===== src/rtl/dma_channel_arbiter.sv =====
// ---------------------------------------------------------------------------
// dma_channel_arbiter
//
// Shares the single DMA read channel between up to four peripheral
// requesters (buzzer, graphics, disk controller, coprocessor). One-cycle
// request pulses are latched into a pending set and granted one at a time
// in round-robin order. Each returned word is handed back to its owner
// with a one-cycle ready pulse. A transfer that gets no DMA response
// within TIMEOUT cycles is aborted with an error pulse and data 16'hFFFF.
//
// Parameters
//   NREQ     number of active requesters (2..4). Ports are always sized
//            for 4; starts on indices >= NREQ are never captured.
//   TIMEOUT  maximum WAIT cycles before abort (>= 2)
//   TW       timeout counter width (must hold TIMEOUT)
//
// Ports
//   clk         system clock
//   rst         asynchronous reset, active low
//   req_start   per-requester start pulse
//   req_addr    requester i address in [16i+15:16i], sampled with start
//   req_rdy     one-cycle completion pulse per requester
//   req_err     one-cycle abort pulse, coincident with req_rdy
//   req_data    returned word, held until the next completion
//   startDMA    one-cycle start to the DMA channel
//   addrDMA     DMA address, held from ISSUE until the next grant
//   fromMemDMA  DMA read data, valid with rdyDMA
//   rdyDMA      DMA completion strobe (only honoured in WAIT)
//   busy        high in ISSUE or WAIT
//   grant_id    current or last granted requester
// ---------------------------------------------------------------------------
module dma_channel_arbiter #(
  parameter int unsigned NREQ    = 4,
  parameter int unsigned TIMEOUT = 1024,
  parameter int unsigned TW      = 11
) (
  input  logic        clk,
  input  logic        rst,
  input  logic [3:0]  req_start,
  input  logic [63:0] req_addr,
  output logic [3:0]  req_rdy,
  output logic [3:0]  req_err,
  output logic [15:0] req_data,
  output logic        startDMA,
  output logic [15:0] addrDMA,
  input  logic [15:0] fromMemDMA,
  input  logic        rdyDMA,
  output logic        busy,
  output logic [1:0]  grant_id
);

  typedef enum logic [1:0] {
    S_IDLE  = 2'd0,
    S_ISSUE = 2'd1,
    S_WAIT  = 2'd2
  } state_t;

  localparam logic [3:0] VALID_MASK = 4'((1 << NREQ) - 1);

  state_t        r_state;
  state_t        w_state_nxt;

  logic [3:0]    r_pending;
  logic [15:0]   r_addr [4];
  logic [1:0]    r_last;
  logic [1:0]    r_grant;
  logic [TW-1:0] r_cnt;
  logic [15:0]   r_addr_dma;
  logic [15:0]   r_data;
  logic [3:0]    r_rdy;
  logic [3:0]    r_err;

  logic          w_any;
  logic [1:0]    w_pick;
  logic [1:0]    w_idx;
  logic          w_done;
  logic          w_abort;
  logic [3:0]    w_clear;
  logic [3:0]    w_take;
  logic [3:0]    w_pending_nxt;

  // Round-robin pick: scan last+NREQ down to last+1 so that the final hit
  // (closest to last+1) is the one that sticks.
  always_comb begin
    w_any  = |r_pending;
    w_pick = '0;
    w_idx  = '0;
    for (int unsigned k = NREQ; k > 0; k--) begin
      w_idx = 2'((32'(r_last) + k) % NREQ);
      if (r_pending[w_idx]) begin
        w_pick = w_idx;
      end
    end
  end

  // Completion/abort of the granted transfer; rdyDMA wins over the timeout.
  always_comb begin
    w_done  = (r_state == S_WAIT) && rdyDMA;
    w_abort = (r_state == S_WAIT) && !rdyDMA && (r_cnt == TW'(TIMEOUT - 1));
    w_clear = (w_done || w_abort) ? (4'b0001 << r_grant) : 4'b0000;
  end

  // A start is taken when the slot is free, or is being freed on this very
  // edge by its own completion.
  always_comb begin
    w_take        = req_start & VALID_MASK & (~r_pending | w_clear);
    w_pending_nxt = (r_pending & ~w_clear) | w_take;
  end

  // Next-state and FSM outputs.
  always_comb begin
    w_state_nxt = r_state;
    startDMA    = 1'b0;
    busy        = 1'b0;
    case (r_state)
      S_IDLE: begin
        if (w_any) begin
          w_state_nxt = S_ISSUE;
        end
      end
      S_ISSUE: begin
        startDMA    = 1'b1;
        busy        = 1'b1;
        w_state_nxt = S_WAIT;
      end
      S_WAIT: begin
        busy = 1'b1;
        if (w_done || w_abort) begin
          w_state_nxt = S_IDLE;
        end
      end
      default: begin
        w_state_nxt = S_IDLE;
      end
    endcase
  end

  always_ff @(posedge clk or negedge rst) begin
    if (!rst) begin
      r_state    <= S_IDLE;
      r_pending  <= '0;
      for (int unsigned i = 0; i < 4; i++) begin
        r_addr[i] <= '0;
      end
      r_last     <= 2'(NREQ - 1);
      r_grant    <= '0;
      r_cnt      <= '0;
      r_addr_dma <= '0;
      r_data     <= '0;
      r_rdy      <= '0;
      r_err      <= '0;
    end else begin
      r_state   <= w_state_nxt;
      r_pending <= w_pending_nxt;
      for (int unsigned i = 0; i < 4; i++) begin
        if (w_take[i]) begin
          r_addr[i] <= req_addr[16*i +: 16];
        end
      end
      r_rdy <= '0;
      r_err <= '0;
      case (r_state)
        S_IDLE: begin
          if (w_any) begin
            r_grant    <= w_pick;
            r_addr_dma <= r_addr[w_pick];
          end
        end
        S_ISSUE: begin
          r_cnt <= '0;
        end
        S_WAIT: begin
          if (w_done) begin
            r_data <= fromMemDMA;
            r_rdy  <= w_clear;
            r_last <= r_grant;
          end else if (w_abort) begin
            r_data <= 16'hFFFF;
            r_rdy  <= w_clear;
            r_err  <= w_clear;
            r_last <= r_grant;
          end else begin
            r_cnt <= r_cnt + TW'(1);
          end
        end
        default: begin
        end
      endcase
    end
  end

  assign req_rdy  = r_rdy;
  assign req_err  = r_err;
  assign req_data = r_data;
  assign addrDMA  = r_addr_dma;
  assign grant_id = r_grant;

endmodule


===== config.mk =====
export PLATFORM = sky130hd
export DESIGN_NAME = dma_channel_arbiter
export DESIGN_NICKNAME = d
export VERILOG_FILES = /design/src/rtl/dma_channel_arbiter.sv
export SDC_FILE = /design/constraint.sdc
export NUM_CORES = 1
export LEC_CHECK = 0
export BUFFER_PORTS_ARGS = -buffer_cell sky130_fd_sc_hd__buf_4
export CORE_MARGIN = 2
export CORE_UTILIZATION = 45
export DETAILED_ROUTE_END_ITERATION = 8
export PLACE_DENSITY_LB_ADDON = 0.08
export SLEW_MARGIN = 20
export SYNTH_ARGS = -nofsm -noshare
export SYNTH_HDL_FRONTEND = slang
export SYNTH_SLANG_ARGS = --single-unit

===== constraint.sdc =====
create_clock -name clk -period 2.4 [get_ports clk]
set_input_delay 0.12 -clock clk [delete_from_list [all_inputs] [get_ports clk]]
set_output_delay 0.12 -clock clk [all_outputs]
set_load 0.05 [all_outputs]

# Word level (Yosys, flattened, before mapping)
# Cells that the tools add are included.
# totals
out_inout_bits	44
ff_bits	125
# classes
shift	1
magnitude_cmp	5
bitwise_logic	7
mux	33
n_addsub	5
n_reduce_logical	14
n_eq_ne	7
# op_table
op	n
16-bit two-way mux	4
16-bit binary-select mux with 2-bit select	1
4-bit two-way mux	6
11-bit two-way mux	2
11-bit one-hot mux with 2 select lines	1
2-bit two-way mux	8
2-bit by 3-bit < comparator with 1-bit output (second input constant)	4
11-bit by 1-bit adder with 11-bit output (second input constant)	1
11-bit by 10-bit equality test with 1-bit output (second input constant)	1
4-bit bitwise AND	2
1-bit binary-select mux with 2-bit select	4
4-bit inverter	2
4-bit bitwise OR	2
1-bit two-way mux	6
2-bit inequality test (second input constant)	3
2-bit one-hot mux with 3 select lines	1
2-bit AND reduction	3
2-bit by 1-bit adder with 2-bit output (second input constant)	2
2-bit adder (second input constant)	2
2-bit nonzero test	2
4-bit OR reduction	1
1-bit by 2-bit << shifter with 4-bit output (first input constant)	1
3-bit greater-or-equal comparator (second input constant)	1
1-bit logical AND	3
other kinds (9)	9

# Logic depth before layout (Yosys ltp)
# Gate-level depths: netlist of the first run.
# logic_depth
word_depth	11
mapped_depth	8
mapped_depth_nobuf	6

# Worst setup path after synthesis of the first run
# No wires, ideal clock.
# synth_path
kind	register to register
start	register r_cnt[5]
end	register r_addr[53] in the netlist's numbering
required_time_ns	2.275
path_stages_with_launch	8
t_arrival_ns	1.817
slack_ns	0.458
setup_time_ns	0.125
path_cell_list	dfrtp_1 and4_4 buf_6 a41oi_4 nor2_4 a31oi_4 buf_6 mux2_2
# synth_via
elab_chain_len	6
# synth_rtl
element	line	source
from (decl)	67	logic [TW-1:0] r_cnt;
from (signal assigned)	183	r_cnt <= r_cnt + TW'(1);
11-bit by 10-bit equality test with 1-bit output	99	w_abort = (r_state == S_WAIT) && !rdyDMA && (r_cnt == TW'(TIMEOUT - 1));
1-bit logical AND	99	
1-bit logical OR	100	w_clear = (w_done || w_abort) ? (4'b0001 << r_grant) : 4'b0000;
4-bit two-way mux	100	
4-bit bitwise OR	106	w_take = req_start & VALID_MASK & (~r_pending | w_clear);
4-bit bitwise AND	106	
to (signal, indexed assignment)	157	r_addr[i] <= req_addr[16*i +: 16];
to (decl)	64	logic [15:0] r_addr [4];
# No other way between the ends.
# A chain may end at the register's enable or synchronous reset.

# Worst setup path after layout of the first run
# layout_path
start	register r_cnt[7]
end	register r_addr[38] in the netlist's numbering
# The elaborated chain is that of the path after synthesis.

==> results.md, run 1 <==
- Worst hold slack: 0.105 ns
- Clk_skew: 0.00762 ns
- Post-Syn Nets: 504
- Slew HR: 47.8%
- Largest net degree at the start of global routing: 58
- Slew @ Worst Pin: 0.773 ns
- Max FO, Critical Path: 10
- IO buf count: 130
- Worst slack at placement: 0.356 ns
- VDD IR max: 0.738 mV
- Crit-path leading delay family: simple AND/OR/NAND/NOR gates
- Worst Slack Setup Final: 0.336 ns
- Clock slew seen by the registers of the worst setup and hold paths: 0.05 ns
- DRT Pass-1 Iters: 4
- Mapped cell area: 0.00562 mm²
- WL per Instance: 16.8 µm
- Slew Limit Fails: 0
- Final hold viol count: 0
- P_leak: 3.85 nW
- Detail Placement HPWL: 8930 µm
- Flops & latches, synth: 125
- Post-synth EDFFs: 0
- Worst skew pair latency: 0.42 ns
- Vias in the first global route: 4397
- Avg Cell Area, Syn: 13.6 µm²
- Critical Path Start: r_cnt[7]
- Fill count: 905
- Post-synthesis instance total: 413
- Crit path launch type: register
- CTS buffer count: 17
- CP max-delay cell: dfrtp_1
- Clock sink count: 125
- CTS tree: done
- Antenna Nets Post-Route: 0
- MaxCap Viol Count: 0
- CP peak stage delay: 0.44 ns
- Data required time of the worst path: 2.70 ns
- Layout net count: 729
- Residual DRC: 0
- Total number of vias: 4155
- Row count: 40
- Initial antenna violation count: 0
- Crit Path Class: register to register
- Setup violators final: 0
- Root buf cell: clkbuf_16
- Initial core utilization: 46.4%
- Ys Warns: 0
- Die Span Y: 116 µm
- First-pass GRT wire length: 21900 µm
- Most frequent cells in the layout: buf_4, dfrtp_1, dlygate4sd3_1, nand2_1, mux2_2
- Dominant cell type by area after synthesis: dfrtp_1
- Pwr dens: 1280 mW/mm²
- Clock buffer depth: 2
- GRT overflow: 0
- Ant diodes: 0
- Area grow syn2layout: 46.2%
- Sequential fraction of the synthesis area: 55.7%
- Hold Path Depth: 4
- Leading cell type in the layout, fill and taps excluded: buf_4
- Critical path buffer and inverter count: 1
- Synth area leaders: dfrtp_1, mux2_4, mux2_2
- Flop-to-flop setup slack: 0.34 ns
- R2r startpoint: r_cnt[7]
- Final wirelength: 13700 µm
- Primary FF master, synth: dfrtp_1
- Async SR Flop Fraction: 100%
- CP Capture Type: register
- CP arrival: 2.36 ns
- Total GRT Usage: 21.7%
- Hold_sp: rdyDMA
- Max Freq: 484 MHz
- Final period util: 86.0%
- Crit-path cells: and4b_2 -> a41oi_4 -> nand2b_4 -> o22ai_4 -> buf_4 -> mux2_4
- Via density: 5.08
- Core box area: 0.0121 mm²
- Synth top area share: 54.7%
- Period minus WS final: 2.06 ns
- Die footprint: 0.0134 mm²
- Drt initial violations: 201
- Die X: 116 µm
- Cells on worst reg2reg path: 6
- Layout cell share with drive strength beyond 1: 38.3%
- Ports: 131
- Endpoint of the worst hold path: r_cnt[0]
- H-tree depth: 4
- Worst flop-to-flop path endpoint: r_addr[38]
- Run status: completed
- Number of distinct library cells after synthesis: 50
- RSZ-0062 raised after global routing: no
- Gp weighted congestion: 0.793
- Hold Path Class: input pin to register
- Total negative slack: 0 ns
==> flip-flops by register name (all words and copies together) (netlist names) <==
register and flops:
req_data 16, r_addr 64, addrDMA 16, req_rdy 4, req_err 4, r_cnt 11
r_state 2, r_last 2, grant_id 2, r_pending 4
==> tightest hold or removal path, stage by stage <==
cell and delay [ns]:
buf_4 0.12, a41oi_4 0.06, nand2_1 0.10, o21ai_0 0.08
==> metal layers <==
layer  global-route usage [%]  wire (µm)  up-vias
met4                     8.02        238        0
li1                         -          -     1959
met2                     35.2       6730      105
met1                     28.1       6180     2071
met3                     6.17        584       20
met5                        0          0        -
==> per-stage QoR <==
step	instances	area, µm²	util [%]	power [mW]
2_1_floorplan	413	5620	-	6.60
3_3_place_gp	702	6770	55.9	7.72
3_5_place_dp	702	6770	55.9	7.81
4_1_cts	818	8220	67.9	10.6
5_1_grt	818	8220	67.9	11.1
6_report	818	8220	67.9	10.5
==> where the power goes <==
group | total [mW] | switching (mW) | internal (mW)
clock network | 2.63 | 0.879 | 1.75
registers | 3.56 | 0.562 | 3.00
logic | 4.33 | 2.41 | 1.92
total | 10.5 | 3.85 | 6.68
==> worst max-delay path by stage <==
| stage | cells after the start | end | slack [ns] |
|---|---|---|---|
| 2_1_floorplan | 7 | r_addr[53] | 0.46 |
| 3_3_place_gp | 6 | r_addr[58] | 0.39 |
| 3_5_place_dp | 6 | r_addr[53] | 0.36 |
| 4_1_cts | 6 | r_addr[53] | 0.35 |
| 5_1_grt | 6 | r_cnt[8] | 0.20 |
| 6_report | 6 | r_addr[38] | 0.34 |
==> timing repair <==
item | 4_1_cts | 5_1_grt
buffers inserted | 0 | 0
resized for setup | 0 | 0
hold endpoints to repair | 116 | 0
hold buffers | 85 | 0
==> layout make-up <==
class                           count  area [µm²]  area share (%)
Clock inverter                      8         140            1.70
Timing Repair Buffer              228        1970            24.0
Multi-Input combinational cell    254        2260            27.5
Tap cell                          168         210            2.56
Inverter                           12        45.0           0.548
Sequential cell                   125        3130            38.1
Clock buffer                       23         458            5.57
==> synth_stat cells, types with 3 or more instances <==
cell	n
inv_1	12
mux2_4	30
nand3_1	13
clkbuf_8	3
dfrtp_1	123
mux2i_1	35
nand2b_1	6
mux2_2	36
o221ai_1	16
o22a_1	16
o21ai_0	11
buf_4	3
clkbuf_1	4
nor2_1	5
buf_2	5
o22ai_4	3
ha_1	4
a21oi_1	7
nand2_1	37
buf_12	3
==> cells by family (layout without fill, tap and decap cells) <==
family	count (synthesis)	after routing	share of synthesized area [%]
flip-flops	125	125	55.7
multiplexers	101	101	21.4
AND/OR/NAND/NOR	85	85	7.85
AO/OA/AOI/OAI	64	64	9.88
buffers and inverters	34	271	4.27
adder cells (fa/ha/maj)	4	4	0.890
No activity file was read; power rests on OpenSTA's default activity.
==> inputs of run 2 (changes only) <==
--- a/config.mk
+++ b/config.mk
@@ -9,6 +9,7 @@
 export CORE_MARGIN = 2
 export CORE_UTILIZATION = 45
 export DETAILED_ROUTE_END_ITERATION = 8
+export GPL_TIMING_DRIVEN = 0
 export PLACE_DENSITY_LB_ADDON = 0.08
 export SLEW_MARGIN = 20
 export SYNTH_ARGS = -nofsm -noshare
==> run 2 against run 1 <==
Effect of this change:
- critical path depth rose by 1
- non-clock buffer count is 10 higher
- global-route usage increased by 0.27 points
- register-to-register slack worse by 0.13 ns
- final area up 0.23%
- largest power group unchanged
- highest routed layer unchanged
==> results.md, run 2 (synthesis gave the netlist of run 1 again) <==
- Clock sink count: 125 (unchanged)
- Critical path buffer and inverter count: 2 (was 1)
- Worst Slack Setup Final: 0.208 ns (was 0.336 ns)
- Setup bufs post-CTS: 0 (unchanged)
- Max Freq: 456 MHz (was 484 MHz)
- Largest Register: r_addr (unchanged)
- Clk_skew: 0.0104 ns (was 0.00762 ns)
- Via density: 5.08 (about the same)
- Die footprint: 0.0134 mm² (unchanged)
- Pwr dens: 1240 mW/mm² (was 1280 mW/mm²)
- Worst slack at placement: 0.198 ns (was 0.356 ns)
- Met3 usage: 6.43% (was 6.17%)
- Ports: 131 (unchanged)
- Total negative slack: 0 ns (unchanged)
- Gp weighted congestion: 0.767 (was 0.793)
- Critical Path End: r_addr[30] (was r_addr[38])
- CP max-delay cell: dfrtp_1 (unchanged)
- RSZ-0062 raised after global routing: no (unchanged)
- GRT overflow: 0 (unchanged)
- Dpl cell area: 0.00685 mm² (was 0.00677 mm²)
- Row count: 40 (unchanged)
- First-pass GRT wire length: 22300 µm (was 21900 µm)
- Clock slew seen by the registers of the worst setup and hold paths: 0.05 ns (about the same)
- Crit-path leading delay family: compound AO/OA/AOI/OAI gates (was simple AND/OR/NAND/NOR gates)
- Run status: completed (unchanged)
- Worst flop-to-flop path endpoint: r_addr[30] (was r_addr[38])
- Initial core utilization: 46.4% (unchanged)
- Die Span Y: 116 µm (unchanged)
- Clock buffer depth: 2 (unchanged)
- Layout net count: 739 (was 729)
- H-tree depth: 4 (unchanged)
- Slew HR: 53.5% (was 47.8%)
- P_leak: 3.86 nW (was 3.85 nW)
- IO buf count: 130 (unchanged)
- Slew @ Worst Pin: 0.688 ns (was 0.773 ns)
- Flop-to-flop setup slack: 0.21 ns (was 0.34 ns)
- Final hold viol count: 0 (unchanged)
- Drt initial violations: 308 (was 201)
- Stages on worst setup path: 7 (was 6)
- Final period util: 91.3% (was 86.0%)
- DRT Pass-1 Iters: 4 (unchanged)
- CP peak stage delay: 0.41 ns (was 0.44 ns)
- CTS buffer count: 17 (unchanged)
- Worst skew pair latency: 0.42 ns (about the same)
- Crit Path Class: register to register (unchanged)
- MaxCap Viol Count: 0 (unchanged)
- Max FO, Critical Path: 10 (unchanged)
- Crit path launch type: register (unchanged)
- Setup violators final: 0 (unchanged)
- Fin area: 0.00824 mm² (was 0.00822 mm²)
- Layout cell share with drive strength beyond 1: 39.1% (was 38.3%)
- Period minus WS final: 2.19 ns (was 2.06 ns)
- Fill count: 918 (was 905)
- Largest register FFs: 64 (unchanged)
- CTS tree: done (unchanged)
- Initial antenna violation count: 0 (unchanged)
- Crit-path cells: and4_4 -> buf_6 -> a41oi_4 -> nand2b_4 -> o22ai_4 -> buf_12 -> mux2_4 (was and4b_2 -> a41oi_4 -> nand2b_4 -> o22ai_4 -> buf_4 -> mux2_4)
- Final wirelength: 13600 µm (was 13700 µm)
- Met1 usage: 27.3% (was 28.1%)
- Data required time of the worst path: 2.70 ns (about the same)
- Largest net degree at the start of global routing: 99 (was 58)
- Total GRT Usage: 22.0% (was 21.7%)
- Area grow syn2layout: 46.5% (was 46.2%)
- CP arrival: 2.49 ns (was 2.36 ns)
- Core Util, Final: 68.0% (was 67.9%)
- Gr busiest metal: met2 (unchanged)
- Most frequent cells in the layout: buf_4, dfrtp_1, dlygate4sd3_1, nand2_1, mux2_2 (unchanged)
- Root buf cell: clkbuf_16 (unchanged)
- CP Capture Type: register (unchanged)
- Core box area: 0.0121 mm² (unchanged)
- Vias in the first global route: 4533 (was 4397)
- Leading cell type in the layout, fill and taps excluded: buf_4 (unchanged)
- Die X: 116 µm (unchanged)
- Critical Path Start: r_cnt[3] (was r_cnt[7])
- Global-route met2 utilization: 36.7% (was 35.2%)
- WL per Instance: 16.4 µm (was 16.8 µm)
- Total number of vias: 4204 (was 4155)
- Ant diodes: 0 (unchanged)
- Cells on worst reg2reg path: 7 (was 6)
- Antenna Nets Post-Route: 0 (unchanged)
- Slew Limit Fails: 0 (unchanged)
- Detail Placement HPWL: 8900 µm (was 8930 µm)
- Residual DRC: 0 (unchanged)
- Hold Path Class: input pin to register (unchanged)
- VDD IR max: 0.920 mV (was 0.738 mV)
- R2r startpoint: r_cnt[3] (was r_cnt[7])
==> run 2: metal layers <==
| metal | vias to the layer above | wire [µm] |
|---|---|---|
| li1 | 1971 | - |
| met1 | 2100 | 5870 |
| met2 | 109 | 6850 |
| met3 | 24 | 619 |
| met4 | 0 | 255 |
| met5 | - | 0 |
==> run 2: metrics by stage <==
stage | power, mW | hold slack, ns | std cells
global placement | 7.73 | 0.318 | 711
global route | 10.8 | 0.138 | 828
finish | 10.2 | 0.112 | 828
CTS | 10.3 | 0.103 | 828
floorplan | 6.60 | -0.176 | 413
detailed placement | 7.84 | -0.0174 | 712
==> run 2: how the worst min path moves through the flow <==
stage / cells past startpoint / start / slack, ns / to
after global routing: 4 / rdyDMA / 0.14 / r_cnt[8]
final: 4 / rdyDMA / 0.11 / r_cnt[8]
after global placement: 2 / req_start[3] / 0.32 / r_pending[3]
after detailed placement: 1 / rst / -0.02 / r_cnt[9]
after floorplan: 0 / rst / -0.18 / addrDMA[0]
after CTS: 4 / rdyDMA / 0.10 / r_cnt[8]
==> run 2: power breakdown <==
group | leakage (nW) | switching, mW | internal [mW]
Combinational | 2.06 | 2.46 | 1.96
Clock | 0.271 | 0.882 | 1.44
Sequential | 1.53 | 0.481 | 3.00
Total | 3.86 | 3.82 | 6.40
==> run 2: final cells by class <==
cell class                 count  area (µm²)  area share [%]
sequential                   125        3130            38.0
timing repair buffer         216        1860            22.6
tap                          168         210            2.55
clock buffer                  24         502            6.09
clock inverter                 7        37.5           0.455
multi-input combinational    254        2260            27.4
inverter                      12        45.0           0.547
buffer                        22         195            2.37
==> run 2: timing repair <==
action,4_1_cts,5_1_grt
hold buffers,85,0
resized for setup,0,1
endpoints found under the setup margin,0,9
hold endpoints to repair,207,0
==> run 2: worst min-delay path: cells and delay by family <==
family,cells,cell delay (ns)
and+or+nand+nor,2,0.18
AOI/OAI and AO/OA,1,0.07
buffers and inverters,1,0.12
